**src/rtl/uart_pkg.sv**
```systemverilog
// rtl/uart_pkg.sv - shared UART types and constants for the controller link
package uart_pkg;

  typedef enum logic [1:0] {
    IDLE  = 2'd0,
    START = 2'd1,
    DATA  = 2'd2,
    STOP  = 2'd3
  } uart_rx_state_t;

  localparam int UART_DATA_BITS   = 8;
  localparam int UART_CLKS_PER_BIT = 95;

endpackage

```
**src/rtl/uart_bit_timer.sv**
```systemverilog
// rtl/uart_bit_timer.sv - loadable 16-bit down counter with a zero flag
module uart_bit_timer (
  input  logic        clk,
  input  logic        rst,
  input  logic        load,
  input  logic        en,
  input  logic [15:0] load_val,
  output logic        zero
);

  logic [15:0] count_q;

  // Holds at zero until the next load so a stale zero never wraps around.
  always_ff @(posedge clk or posedge rst) begin
    if (rst) begin
      count_q <= 16'd0;
    end else if (load) begin
      count_q <= load_val;
    end else if (en && count_q != 16'd0) begin
      count_q <= count_q - 16'd1;
    end
  end

  assign zero = (count_q == 16'd0);

endmodule

```
**src/rtl/uart_rx.sv**
```systemverilog
// rtl/uart_rx.sv - 8N1 serial receiver with mid-bit sampling and a valid/ready holding register
module uart_rx
  import uart_pkg::*;
#(
  parameter int CLKS_PER_BIT = UART_CLKS_PER_BIT
) (
  input  logic                      clk,
  input  logic                      rst,
  input  logic                      rx,
  output logic [UART_DATA_BITS-1:0] rx_data,
  output logic                      rx_valid,
  input  logic                      rx_ready,
  output logic                      frame_err,
  output logic                      overrun
);

  localparam logic [15:0] HALF_M1 = 16'(CLKS_PER_BIT / 2 - 1);
  localparam logic [15:0] BIT_M1  = 16'(CLKS_PER_BIT - 1);
  localparam logic [2:0]  LAST_IDX = 3'(UART_DATA_BITS - 1);

  logic sync1_q, rxs, rxs_d_q;
  logic fall;

  uart_rx_state_t state_q, next_state;
  logic [2:0]                bit_idx_q;
  logic [UART_DATA_BITS-1:0] shift_q;

  logic        timer_load, timer_zero;
  logic [15:0] timer_val;
  logic        sample_bit, clr_idx, deliver, stop_bad;
  logic        handshake;

  // Both synchronizer flops reset high so reset release never looks like a start edge.
  always_ff @(posedge clk or posedge rst) begin
    if (rst) begin
      sync1_q <= 1'b1;
      rxs     <= 1'b1;
      rxs_d_q <= 1'b1;
    end else begin
      sync1_q <= rx;
      rxs     <= sync1_q;
      rxs_d_q <= rxs;
    end
  end

  assign fall = rxs_d_q && !rxs;

  uart_bit_timer u_timer (
    .clk      (clk),
    .rst      (rst),
    .load     (timer_load),
    .en       (state_q != IDLE),
    .load_val (timer_val),
    .zero     (timer_zero)
  );

  always_ff @(posedge clk or posedge rst) begin
    if (rst) begin
      state_q <= IDLE;
    end else begin
      state_q <= next_state;
    end
  end

  always_comb begin
    next_state = state_q;
    timer_load = 1'b0;
    timer_val  = BIT_M1;
    sample_bit = 1'b0;
    clr_idx    = 1'b0;
    deliver    = 1'b0;
    stop_bad   = 1'b0;
    case (state_q)
      IDLE: begin
        if (fall) begin
          next_state = START;
          timer_load = 1'b1;
          timer_val  = HALF_M1;
        end
      end
      START: begin
        if (timer_zero) begin
          if (rxs) begin
            next_state = IDLE;
          end else begin
            next_state = DATA;
            timer_load = 1'b1;
            clr_idx    = 1'b1;
          end
        end
      end
      DATA: begin
        if (timer_zero) begin
          sample_bit = 1'b1;
          timer_load = 1'b1;
          if (bit_idx_q == LAST_IDX) begin
            next_state = STOP;
          end
        end
      end
      STOP: begin
        if (timer_zero) begin
          next_state = IDLE;
          deliver    = rxs;
          stop_bad   = !rxs;
        end
      end
      default: next_state = IDLE;
    endcase
  end

  always_ff @(posedge clk or posedge rst) begin
    if (rst) begin
      bit_idx_q <= 3'd0;
      shift_q   <= '0;
    end else begin
      if (clr_idx) begin
        bit_idx_q <= 3'd0;
      end else if (sample_bit) begin
        bit_idx_q <= bit_idx_q + 3'd1;
        shift_q[bit_idx_q] <= rxs;
      end
    end
  end

  assign handshake = rx_valid && rx_ready;

  // A byte arriving on the same cycle the consumer takes the old one replaces it without a gap.
  always_ff @(posedge clk or posedge rst) begin
    if (rst) begin
      rx_data   <= '0;
      rx_valid  <= 1'b0;
      frame_err <= 1'b0;
      overrun   <= 1'b0;
    end else begin
      frame_err <= stop_bad;
      overrun   <= 1'b0;
      if (deliver) begin
        if (!rx_valid || handshake) begin
          rx_data  <= shift_q;
          rx_valid <= 1'b1;
        end else begin
          overrun <= 1'b1;
        end
      end else if (handshake) begin
        rx_valid <= 1'b0;
      end
    end
  end

endmodule

```
**config.mk**
```make
export PLATFORM = sky130hd
export DESIGN_NAME = uart_rx
export DESIGN_NICKNAME = d
export VERILOG_FILES = /design/src/rtl/uart_pkg.sv /design/src/rtl/uart_bit_timer.sv /design/src/rtl/uart_rx.sv
export SDC_FILE = /design/constraint.sdc
export NUM_CORES = 1
export LEC_CHECK = 0
export ABC_AREA = 1
export CORE_MARGIN = 3
export CORE_UTILIZATION = 30
export CTS_BUF_LIST = sky130_fd_sc_hd__clkbuf_2
export DETAILED_ROUTE_END_ITERATION = 12
export PLACE_DENSITY_LB_ADDON = 0.1
export SKIP_LAST_GASP = 1
export SYNTH_ARGS = -nofsm -noshare
export SYNTH_HDL_FRONTEND = slang
export SYNTH_HIERARCHICAL = 1
export SYNTH_SLANG_ARGS = --single-unit
export TNS_END_PERCENT = 5
```
**constraint.sdc**
```tcl
create_clock -name clk -period 5.3 [get_ports clk]
set_input_delay 1.325 -clock clk [delete_from_list [all_inputs] [get_ports clk]]
set_output_delay 1.325 -clock clk [all_outputs]
set_load 0.03 [all_outputs]
```
==> After elaboration in Yosys (flattened, before gate mapping) <==
Index checks and enable logic that the tools add are counted.
{ "op_classes": {"n_lt_le_gt_ge": 2, "eq_ne": 10, "bitwise_logic": 1, "add_sub_neg": 2, "n_mux": 32, "reduce_logical": 18} }
{ "ops": {"columns": ["operator", "n"], "rows": [
  ["two-way mux 16 bit", 2],
  ["logical NOT 16 bit", 1],
  ["two-way mux 1 bit", 16],
  ["nonzero test 16 bit", 1],
  ["subtractor 16 x 1 -> 16 bit, second input constant", 1],
  ["two-way mux 7 bit", 2],
  ["two-way mux 2 bit", 6],
  ["inequality test 2 bit, second input constant", 5],
  ["bitwise mux 8 bit", 1],
  ["case mux 2 bit (4 select lines)", 1],
  ["nonzero test 2 bit", 4],
  ["two-way mux 3 bit", 2],
  ["AND reduction 2 bit", 3],
  ["AND reduction 5 bit", 1],
  ["equality test 2 bit, second input constant", 2],
  ["logical AND 1 bit", 4],
  ["< comparator 3 x 4 -> 1 bit, second input constant", 1],
  ["adder 3 x 1 -> 3 bit, second input constant", 1],
  ["demux 1 bit (select 3 bit)", 1],
  ["equality test 3 bit, second input constant", 1],
  [">= comparator 3 x 1 -> 1 bit, second input constant", 1],
  ["case mux 1 bit (3 select lines)", 1],
  ["equality test 2 x 1 -> 1 bit, second input constant", 1],
  ["logical NOT 1 bit", 2],
  ["4 further kinds", 4]
]} }
{ "totals": {"out_inout_bits": 11, "in_bits": 4, "regBits": 43, "wordCells": 76} }

==> Depth between registers and ports, before layout <==
Gate-level depths: netlist of run 1.
{ "depth": {"ltp_word": 5, "ltp_mapped": 15, "ltp_nobuf": 13} }

==> Modules after synthesis <==
Netlist of run 1, hierarchy kept.
{ "by_module_without_submodules": {"columns": ["mod", "seq_area_each_um2", "cells_per_inst", "instances", "area_each_um2"], "rows": [
  ["uart_rx", 679.4, 141, 1, 1212.4],
  ["uart_bit_timer", 400.4, 170, 1, 1126.1]
]} }

==> Worst setup path after synthesis of run 1 <==
Ideal clock, no wire load.
{ "synth_path": {"path_type": "register to register", "startpoint": "reg u_timer.count_q[0]", "endpoint": "reg u_timer.count_q[9]", "path_stages_with_launch": 14, "path_buffers": 1, "period_less_slack_ns": 3.002, "arrival_time_ns": 2.885, "setup_time_ns": 0.117, "t_required_ns": 5.183, "path_slack_ns": 2.298, "path_cell_list": "dfrtp_1 -> inv_1 -> ha_1 -> nand2_2 -> nor2_1 -> nand3b_1 -> nor3_1 -> nand4_1 -> nand3_1 -> clkbuf_2 -> clkinv_1 -> or2_2 -> nand3_1 -> nand2_1"} }
{ "synth_via": {"elab_chain_cells": 4, "word_cells_on_any_way": 10, "classes_between": "add/sub (1); mux (5); reduce/logical (4)"} }
{ "synth_lines": {"columns": ["item", "line_no", "text"], "rows": [
  ["from (decl)", "uart_bit_timer.sv:11", "logic [15:0] count_q;"],
  ["from (signal assigned)", "uart_bit_timer.sv:18", "count_q <= load_val;"],
  ["from (signal assigned)", "uart_bit_timer.sv:20", "count_q <= count_q - 16'd1;"],
  ["logical NOT 16 bit *", "uart_bit_timer.sv:24", "assign zero = (count_q == 16'd0);"],
  ["named net timer_zero", "uart_rx.sv:28", "logic timer_load, timer_zero;"],
  ["two-way mux 1 bit, on equally long branches", "uart_rx.sv:93, uart_rx.sv:82", null],
  ["case mux 1 bit (3 select lines) *", "uart_rx.sv:73", "case (state_q)"],
  ["named net timer_load", "uart_rx.sv:28", null],
  ["two-way mux 16 bit or nonzero test 2 bit (tied branches)", null, null]
]} }
The timed path passes the listed nets; every way through them passes the cells marked *. The select of a mux whose other input is x is not followed.
A chain may end at the register's enable or synchronous reset.

==> Final worst setup path of run 1 <==
{ "layout_path": {"startpoint": "reg u_timer.count_q[0]", "endpoint": "reg u_timer.count_q[14]"} }
The elaborated chain is that of the path after synthesis.

==> results.yml, run 1 <==
run_status:
  status: "finished clean"
timing:
  max_freq_ghz: 0.273
  grt_setup_unrepaired: "false"
  hold_viol: 0
  timing.setup.tns_ps: 0
  hold_slack_ps: 372
  fin_skew_ps: 23.4
  finalMaxSlewViolations: 0
  tightestPinTransition_ps: 1030
  setup_viol: 0
  fin_crit_sh: 0.690
  fin_crit_ps: 3660
  fin_ws_ps: 1640
  relSlewSlack: 0.313
pwr:
  p_int_uw: 560
  p_sw_uw: 425
  netSwitchingFraction: 0.431
  ir_worst_vdd_mv: 0.134
  power.density_mw_per_mm2: 369
  power_frac_seq: 0.477
  p_leak_uw: 0.00133
  p_clk_frac: 0.149
  power_frac_comb: 0.374
synth:
  synth_cell_type_count: 31
  seq_area_frac_synth: 0.462
  synth-simple-area-share: 0.404
  ys_warn_count: 6
  synth_top_family_by_area: "simple AND/OR/NAND/NOR gates"
  ys_ff_latch: 43
  synthAdderAreaFrac: 0.0161
  synthCells: 311
  muxShareOfSynthArea: 0
  synth-compound-area-share: 0.0235
  synth_xor_area_frac: 0.0300
  synth_area_per_cell_um2: 7.52
  netlist_area_mm2: 0.00234
clocking:
  clock-root-buffer: "clkbuf_2"
  insertion_delay_ps: 420
  cts.hold.buffers_added: 0
  clkTransAtPathRegs_ps: 240
  cts_buffers: 5
  cts_setup_buffers: 0
  htree_levels: 2
  cts_num_sinks: 43
  cts_resized: 0
  clockBufferDepth: 2
  cts_tree: "yes"
detailed_routing:
  vias: 1855
  drc: 0
  drtIter0Drc: 64
  routed_wl_mm: 4.94
  ant_nets: 0
  routed_via_density: 4.22
  routedWlPerCell_um: 11.2
  dr.pass1.iters: 4
die:
  start_util: 0.316
  die_h_um: 94.3
  die_x_um: 94.3
  placementRows: 31
  die_area_mm2: 0.00889
  io_pins: 15
  core_mm2: 0.00741
worst_setup_path:
  cp-end-kind: "flip-flop"
  path_cells: "inv_1, ha_1, nand2_2, nor2_1, nand3b_1, nor3_1, nand4_1, nand3_1, buf_4, clkinv_1, nand3_1, inv_2, nand3_1, nand3_1"
  arrival_ps: 3970
  critPathRequiredTime_ps: 5620
  critPathMaxStageDelay_ps: 730
  critPathSlowestCell: "nor3_1"
  crit_path_frequent_cell: "nand3_1"
  critical_path_class: "flip-flop to flip-flop"
  startpoint_type: "flip-flop"
  worst-path-max-fanout: 16
  crit_family: "simple AND/OR/NAND/NOR gates"
  path_buf_inv: 4
cells_and_area:
  layoutNonFillerInstCount: 440
  mostFrequentLayoutCell: "nand2_1"
  nets: 347
  final_util: 0.360
  layout_common_cells: "119 x nand2_1, 40 x dfrtp_1, 34 x nand3_1, 33 x nor2_1, 25 x inv_1"
  drive_gt1_frac: 0.0968
  antenna_cells: 0
  areaGrowthSynthToFinish_pct: 14.0
global_route:
  grt_pass1_vias: 1760
  grt_pass1_wl_mm: 8.54
  grt_max_degree: 28
  gr-total-overflow: 0
  track_usage: 0.123
  grt_antenna_before_repair: 0
worst_hold_path:
  hold_class: "flip-flop to flip-flop"
placed_design:
  portBuffers: 14
  dp_cells: 432
  place_congestion: 0.835
  pre_cts_ws_ps: 1660
  dp_hpwl_mm: 3.61
flow_run:
  maxCapViolCount: 0
cells in the mapped netlist:
master	instances	area (um^2)
nand3_2	1	10.0
nand2_1	119	447
ha_1	3	37.5
clkinv_1	2	7.51
nand4_1	2	12.5
inv_1	25	93.8
or2_2	3	18.8
nand2_2	5	31.3
nand3_1	34	170
nor2_2	3	18.8
inv_2	3	11.3
dfrtp_1	40	1000
dlygate4sd1_1	1	8.76
conb_1	2	7.51
nand3_4	1	17.5
o21ai_1	1	5.00
nor2_8	1	20.0
xnor2_1	3	26.3
o21bai_1	2	15.0
and2_1	1	6.26
dfstp_2	3	78.8
buf_2	1	5.00
clkbuf_2	1	5.00
nand2_4	2	22.5
nor2_1	33	124
nor3_1	2	10.0
buf_6	1	11.3
xor2_1	5	43.8
o21ai_0	7	35.0
nand3b_1	2	15.0
nor2_4	2	22.5
worst paths after layout:
kind / startpoint / end / slack, ps / cells past startpoint
max: u_timer/count_q[0]$_DFFE_PP0P_ / u_timer/count_q[14]$_DFFE_PP0P_ / 1640 / 14
min reg2reg: sync1_q$_DFF_PP1_ / rxs$_DFF_PP1_ / 370 / 0
max reg2reg: u_timer/count_q[0]$_DFFE_PP0P_ / u_timer/count_q[14]$_DFFE_PP0P_ / 1640 / 14
max in group asynchronous: rst / shift_q[1]$_DFFE_PP0P_ / 3220 / 2
min: sync1_q$_DFF_PP1_ / rxs$_DFF_PP1_ / 370 / 0
min in group asynchronous: rst / u_timer/count_q[8]$_DFFE_PP0P_ / 1270 / 2
logic make-up after synthesis:
kind of cell    count (synthesis)
simple gates                  211
flops                          43
buf+inv                        34
compound gates                 10
xor+xnor                        8
fa+ha+maj                       3
other cells                     2
layout make-up:
cell class	count	area, um^2
fillers	807	4740
clock inverters	3	20.0
multi-input cells	245	1160
repair buffers	15	148
clock buffers	5	25.0
flip-flops and latches	43	1080
well taps	99	124
inverters	30	113
per-stage QoR:
| step | area [um^2] | power [uW] |
|---|---|---|
| 6_report | 2670 | 985 |
| 3_5_place_dp | 2620 | 849 |
| 5_1_grt | 2670 | 1080 |
| 2_1_floorplan | 2380 | 763 |
| 3_3_place_gp | 2620 | 857 |
| 4_1_cts | 2670 | 1000 |
flip-flops by register name (all words and copies together) (netlist names), named ones only:
register,cells
u_timer/count_q,16
rx_data,8
shift_q,8
bit_idx_q,3
frame_err,1
overrun,1
rx_valid,1
rxs,1
rxs_d_q,1
state_q,1
sync1_q,1
routing by layer:
layer / GRT usage / wire length (um) / part of all wire / vias to the layer above
met1: 0.173 / 2650 / 0.54 / 817
met2: 0.189 / 2080 / 0.42 / 22
met5: 0 / 0 / 0 / -
met3: 0.0240 / 135 / 0.027 / 5
li1: - / - / - / 1011
met4: 0.0397 / 76 / 0.015 / 0
power groups by stage:
| stage | clock, uW | combinational, uW | sequential, uW |
|---|---|---|---|
| floorplan | 0 | 311 | 452 |
| global placement | 0 | 378 | 479 |
| detailed placement | 0 | 373 | 476 |
| CTS | 157 | 375 | 471 |
| global route | 171 | 433 | 481 |
| finish | 147 | 369 | 470 |
No activity file was read; power rests on OpenSTA's default activity.
==> run 2, diff against run 1 <==
- clock period: 5.3 -> 3.2 ns (I/O delays scaled with it)
==> run 2 against run 1 <==
Cell count up 0.68%. Wire length rose by 1.4%. Sequential cell count stayed put. Via count rose by 1.8%. Core utilization increased by 0.35 points. Critical path depth did not move. Worst setup slack lost 1200 ps. Register-to-register slack worse by 1200 ps. Clock power is 69% higher. Count of clock-buffer cells in the layout unchanged. Largest cell class unchanged.
==> results.yml, run 2 (synthesized netlist as in run 1, its figures left out) <==
worst_setup_path:
  worst-path-max-fanout: 10
  critical_path_class: "flip-flop to flip-flop"
  critPathRequiredTime_ps: 3560
  startpoint_type: "flip-flop"
  arrival_ps: 3100
  cp-end-kind: "flip-flop"
timing:
  fin_skew_ps: 9.17
  timing.setup.tns_ps: 0
  fin_crit_sh: 0.858
  hold_viol: 0
  setup_viol: 0
  tightestPinTransition_ps: 662
  max_freq_ghz: 0.364
  finalMaxSlewViolations: 0
  grt_setup_unrepaired: "false"
  fin_crit_ps: 2750
  relSlewSlack: 0.558
clocking:
  insertion_delay_ps: 420
  clock-root-buffer: "clkbuf_2"
  cts_tree: "yes"
  cts_setup_buffers: 0
  htree_levels: 2
  cts_buffers: 5
  clockBufferDepth: 2
  clkTransAtPathRegs_ps: 240
  cts_num_sinks: 43
cells_and_area:
  drive_gt1_frac: 0.108
  fin_area_mm2: 0.00269
  fillers: 799
  antenna_cells: 0
  areaGrowthSynthToFinish_pct: 15.1
  regMostFlops: "u_timer/count_q"
  reg.largest.list: "u_timer/count_q: 16 flops, rx_data: 8 flops, shift_q: 8 flops"
  largest_reg_flops: 16
  nets: 350
  layout_common_cells: "119 x nand2_1, 40 x dfrtp_1, 34 x nand3_1, 33 x nor2_1, 25 x inv_1"
  mostFrequentLayoutCell: "nand2_1"
worst_hold_path:
  hold_class: "flip-flop to flip-flop"
global_route:
  grt_antenna_before_repair: 0
  gr-total-overflow: 0
  grt_pass1_vias: 1751
  grt_pass1_wl_mm: 8.74
  grt_max_degree: 28
  track_usage: 0.125
pwr:
  p_int_uw: 935
  power.density_mw_per_mm2: 613
  power_frac_seq: 0.469
  p_sw_uw: 715
  netSwitchingFraction: 0.433
  ir_worst_vdd_mv: 0.237
  p_leak_uw: 0.00135
  p_clk_frac: 0.150
  power_frac_comb: 0.380
flow_run:
  maxCapViolCount: 0
detailed_routing:
  ant_nets: 0
  routed_wl_mm: 5.01
  vias: 1888
  dr.pass1.iters: 4
  routed_via_density: 4.26
  drtIter0Drc: 86
  routedWlPerCell_um: 11.3
  drc: 0
run_status:
  status: "finished clean"
placed_design:
  place_congestion: 0.834
  portBuffers: 14
  placed_cell_area_mm2: 0.00264
  dp_hpwl_mm: 3.57
die:
  die_area_mm2: 0.00889
  core_mm2: 0.00741
  start_util: 0.316
  die_h_um: 94.3
  io_pins: 15
  placementRows: 31
  die_x_um: 94.3
==> run 2: cell count changes in the layout (fill, tap and decap cells not counted) <==
cell / before / now
clkinvlp_4: 2 / 3
clkinv_1: 2 / 1
buf_4: 1 / 4
==> run 2: through the flow <==
step / cells / util / setup WS [ps] / total power [uW] / hold WS (ps)
CTS: 443 / 0.363 / 338 / 1670 / 376
global route: 443 / 0.363 / 53.1 / 1810 / 384
detailed placement: 435 / 0.357 / 379 / 1410 / 347
floorplan: 322 / - / 198 / 1260 / 345
global placement: 435 / 0.357 / 537 / 1430 / 346
finish: 443 / 0.363 / 453 / 1650 / 373
==> run 2: worst paths after layout <==
check | startpoint | to | slack (ps) | cells past startpoint
max reg2reg | u_timer/count_q[0]$_DFFE_PP0P_ | u_timer/count_q[15]$_DFFE_PP0P_ | 450 | 14
max in group asynchronous | rst | u_timer/count_q[9]$_DFFE_PP0P_ | 2040 | 2
min reg2reg | sync1_q$_DFF_PP1_ | rxs$_DFF_PP1_ | 370 | 0
max | u_timer/count_q[0]$_DFFE_PP0P_ | u_timer/count_q[15]$_DFFE_PP0P_ | 450 | 14
min in group asynchronous | rst | shift_q[1]$_DFFE_PP0P_ | 720 | 3
min | sync1_q$_DFF_PP1_ | rxs$_DFF_PP1_ | 370 | 0
==> run 2: final cells by class <==
class / instances / area [um^2] / area share
clock buffers: 5 / 25.0 / 0.00929
clock inverters: 3 / 20.0 / 0.00743
inverters: 30 / 116 / 0.0432
multi-input cells: 245 / 1160 / 0.430
flip-flops and latches: 43 / 1080 / 0.401
well taps: 99 / 124 / 0.0460
repair buffers: 18 / 170 / 0.0632
==> run 2: worst max-delay path, stage by stage, from the launching register on <==
cell,delay (ps)
dfrtp_1,450
inv_1,130
ha_1,220
nand2_2,100
nor2_1,140
nand3b_1,120
nor3_1,170
buf_4,190
nand4_1,200
nand3_1,200
clkinvlp_4,230
nand3_1,230
inv_2,140
nand3_1,110
nand2_1,60
==> run 2: power by group through the flow <==
stage          Clock, uW  Sequential (uW)  Combinational (uW)
6_report             248              774                 627
5_1_grt              286              793                 727
4_1_cts              268              773                 632
3_5_place_dp           0              782                 630
3_3_place_gp           0              788                 638
2_1_floorplan          0              748                 515
==> run 2: timing repair <==
action,CTS,global route
setup endpoints to repair,0,9
endpoints found under the hold margin,0,0
hold buffers,0,0
gates resized for setup,0,1
==> run 2: per-layer routing <==
metal / wire length, um / global-route usage / share of wire / vias up
li1: - / - / - / 1016
met1: 2790 / 0.191 / 0.56 / 839
met2: 2000 / 0.173 / 0.40 / 28
met3: 155 / 0.0248 / 0.031 / 5
met4: 70 / 0.0397 / 0.014 / 0
met5: 0 / 0 / 0 / -
==> run 3, diff against run 2 <==
- CTS_BUF_LIST: sky130_fd_sc_hd__clkbuf_2 -> sky130_fd_sc_hd__clkbuf_8 sky130_fd_sc_hd__clkbuf_16
- GPL_ROUTABILITY_DRIVEN: default -> 0
- clock period: 3.2 -> 2.75 ns (I/O delays scaled with it)
==> run 3 against run 2 <==
First-iteration DRC count increased by 31%. Largest cell class unchanged. Critical endpoint unchanged. Register-to-register slack got worse by 200 ps. Fmax is 9.9% higher. Worst setup slack lost 200 ps. Power grew 27%. Worst hold slack got worse by 13 ps. Count of clock-buffer cells in the layout stayed put.
==> results.yml, run 3 (synthesized netlist as in run 1, its figures left out) <==
detailed_routing:
  routedWlPerCell_um: 11.1
  dr.pass1.iters: 4
  routed_wl_mm: 4.98
  routed_via_density: 4.25
  drtIter0Drc: 113
  drc: 0
  ant_nets: 0
  vias: 1907
worst_setup_path:
  path_cells: "inv_1, ha_1, nand2_2, nor2_2, nand3b_1, nor3_4, buf_4, nand3_4, nand3_2, clkinvlp_4, buf_4, buf_4, nand3_1, nand2_1, inv_1, nand2_1"
  arrival_ps: 2690
  crit_family: "simple AND/OR/NAND/NOR gates"
  worst-path-max-fanout: 8
  critical_path_class: "flip-flop to flip-flop"
  path_buf_inv: 6
  crit_path_frequent_cell: "buf_4"
  critPathMaxStageDelay_ps: 400
  cp-end-kind: "flip-flop"
  startpoint_type: "flip-flop"
  critPathSlowestCell: "dfrtp_1"
  critPathRequiredTime_ps: 2940
placed_design:
  dp_hpwl_mm: 3.62
  portBuffers: 14
  placed_cell_area_mm2: 0.00266
  pre_cts_ws_ps: 66.1
  dp_cells: 436
timing:
  hold_slack_ps: 360
  setup_viol: 0
  hold_viol: 0
  fin_crit_sh: 0.909
  relSlewSlack: 0.551
  fin_skew_ps: 3.09
  fin_ws_ps: 250
  fin_crit_ps: 2500
  tightestPinTransition_ps: 673
  max_freq_ghz: 0.400
  finalMaxSlewViolations: 0
cells_and_area:
  largest_reg_flops: 16
  areaGrowthSynthToFinish_pct: 20.2
  regMostFlops: "u_timer/count_q"
  layoutNonFillerInstCount: 449
  reg.largest.list: "u_timer/count_q: 16 flops, rx_data: 8 flops, shift_q: 8 flops"
  final_util: 0.379
  mostFrequentLayoutCell: "nand2_1"
  antenna_cells: 0
  nets: 356
  fin_area_mm2: 0.00281
  layout_common_cells: "119 x nand2_1, 40 x dfrtp_1, 32 x nand3_1, 32 x nor2_1, 25 x inv_1"
  drive_gt1_frac: 0.134
global_route:
  grt_max_degree: 28
  track_usage: 0.126
  gr-total-overflow: 0
  grt_pass1_vias: 1846
  grt_pass1_wl_mm: 8.79
  grt_antenna_before_repair: 0
pwr:
  ir_worst_vdd_mv: 0.384
  power.density_mw_per_mm2: 745
  p_leak_uw: 0.00141
die:
  die_area_mm2: 0.00889
  start_util: 0.316
  core_mm2: 0.00741
  die_h_um: 94.3
  io_pins: 15
  placementRows: 31
  die_x_um: 94.3
clocking:
  insertion_delay_ps: 290
  clkTransAtPathRegs_ps: 90
  htree_levels: 2
  cts.hold.buffers_added: 0
  clock-root-buffer: "clkbuf_8"
  cts_num_sinks: 43
  cts_buffers: 5
  cts_tree: "yes"
  clockBufferDepth: 2
flow_run:
  maxCapViolCount: 0
worst_hold_path:
  hold_class: "flip-flop to flip-flop"
run_status:
  status: "finished clean"
[run 3: final timing paths]
kind	start	to	slack, ps	cells past startpoint
max in group asynchronous	rst	u_timer/count_q[13]$_DFFE_PP0P_	1510	2
max	u_timer/count_q[0]$_DFFE_PP0P_	u_timer/count_q[15]$_DFFE_PP0P_	250	16
min in group asynchronous	rst	state_q[0]$_DFFE_PP0P_	760	3
min reg2reg	sync1_q$_DFF_PP1_	rxs$_DFF_PP1_	360	0
max reg2reg	u_timer/count_q[0]$_DFFE_PP0P_	u_timer/count_q[15]$_DFFE_PP0P_	250	16
min	sync1_q$_DFF_PP1_	rxs$_DFF_PP1_	360	0
[run 3: layer usage]
| layer | routed length [um] | vias to the layer above | part of all wire | track usage |
|---|---|---|---|---|
| met3 | 196 | 6 | 0.039 | 0.0240 |
| met5 | 0 | - | 0 | 0 |
| met1 | 2690 | 828 | 0.54 | 0.191 |
| met4 | 84 | 0 | 0.017 | 0.0409 |
| li1 | - | 1034 | - | - |
| met2 | 2010 | 39 | 0.40 | 0.178 |
[run 3: final cells by class]
class | count | area, um^2
inverter | 30 | 116
fill | 780 | 4600
multi-input combinational | 245 | 1180
clock inverter | 3 | 25.0
clock buffer | 5 | 68.8
sequential | 43 | 1080
tap | 99 | 124
timing repair buffer | 24 | 215
[run 3: report_power, final]
group / switching [uW] / total [uW] / internal (uW)
Clock: 237 / 419 / 182
Sequential: 150 / 905 / 754
Combinational: 476 / 770 / 294
[run 3: timing repair]
action / CTS / global route
hold endpoints to repair: 0 / 0
setup buffers: 0 / 5
setup endpoints to repair: 0 / 16
resized for setup: 0 / 4
[run 3: through the flow]
step                power, uW  setup TNS, ps
detailed placement       1670              0
finish                   2090              0
CTS                      2100              0
global placement         1680              0
global route             2300          -3.55
floorplan                1480              0
[run 3: worst reg2reg max path, stage by stage (launching register included)]
cell        delay (ps)
dfrtp_1            400
inv_1               80
ha_1               200
nand2_2            100
nor2_2             110
nand3b_1           140
nor3_4             230
buf_4              160
nand3_4            140
nand3_2            150
clkinvlp_4         190
buf_4              190
buf_4              120
nand3_1             70
nand2_1             50
inv_1               40
nand2_1             40
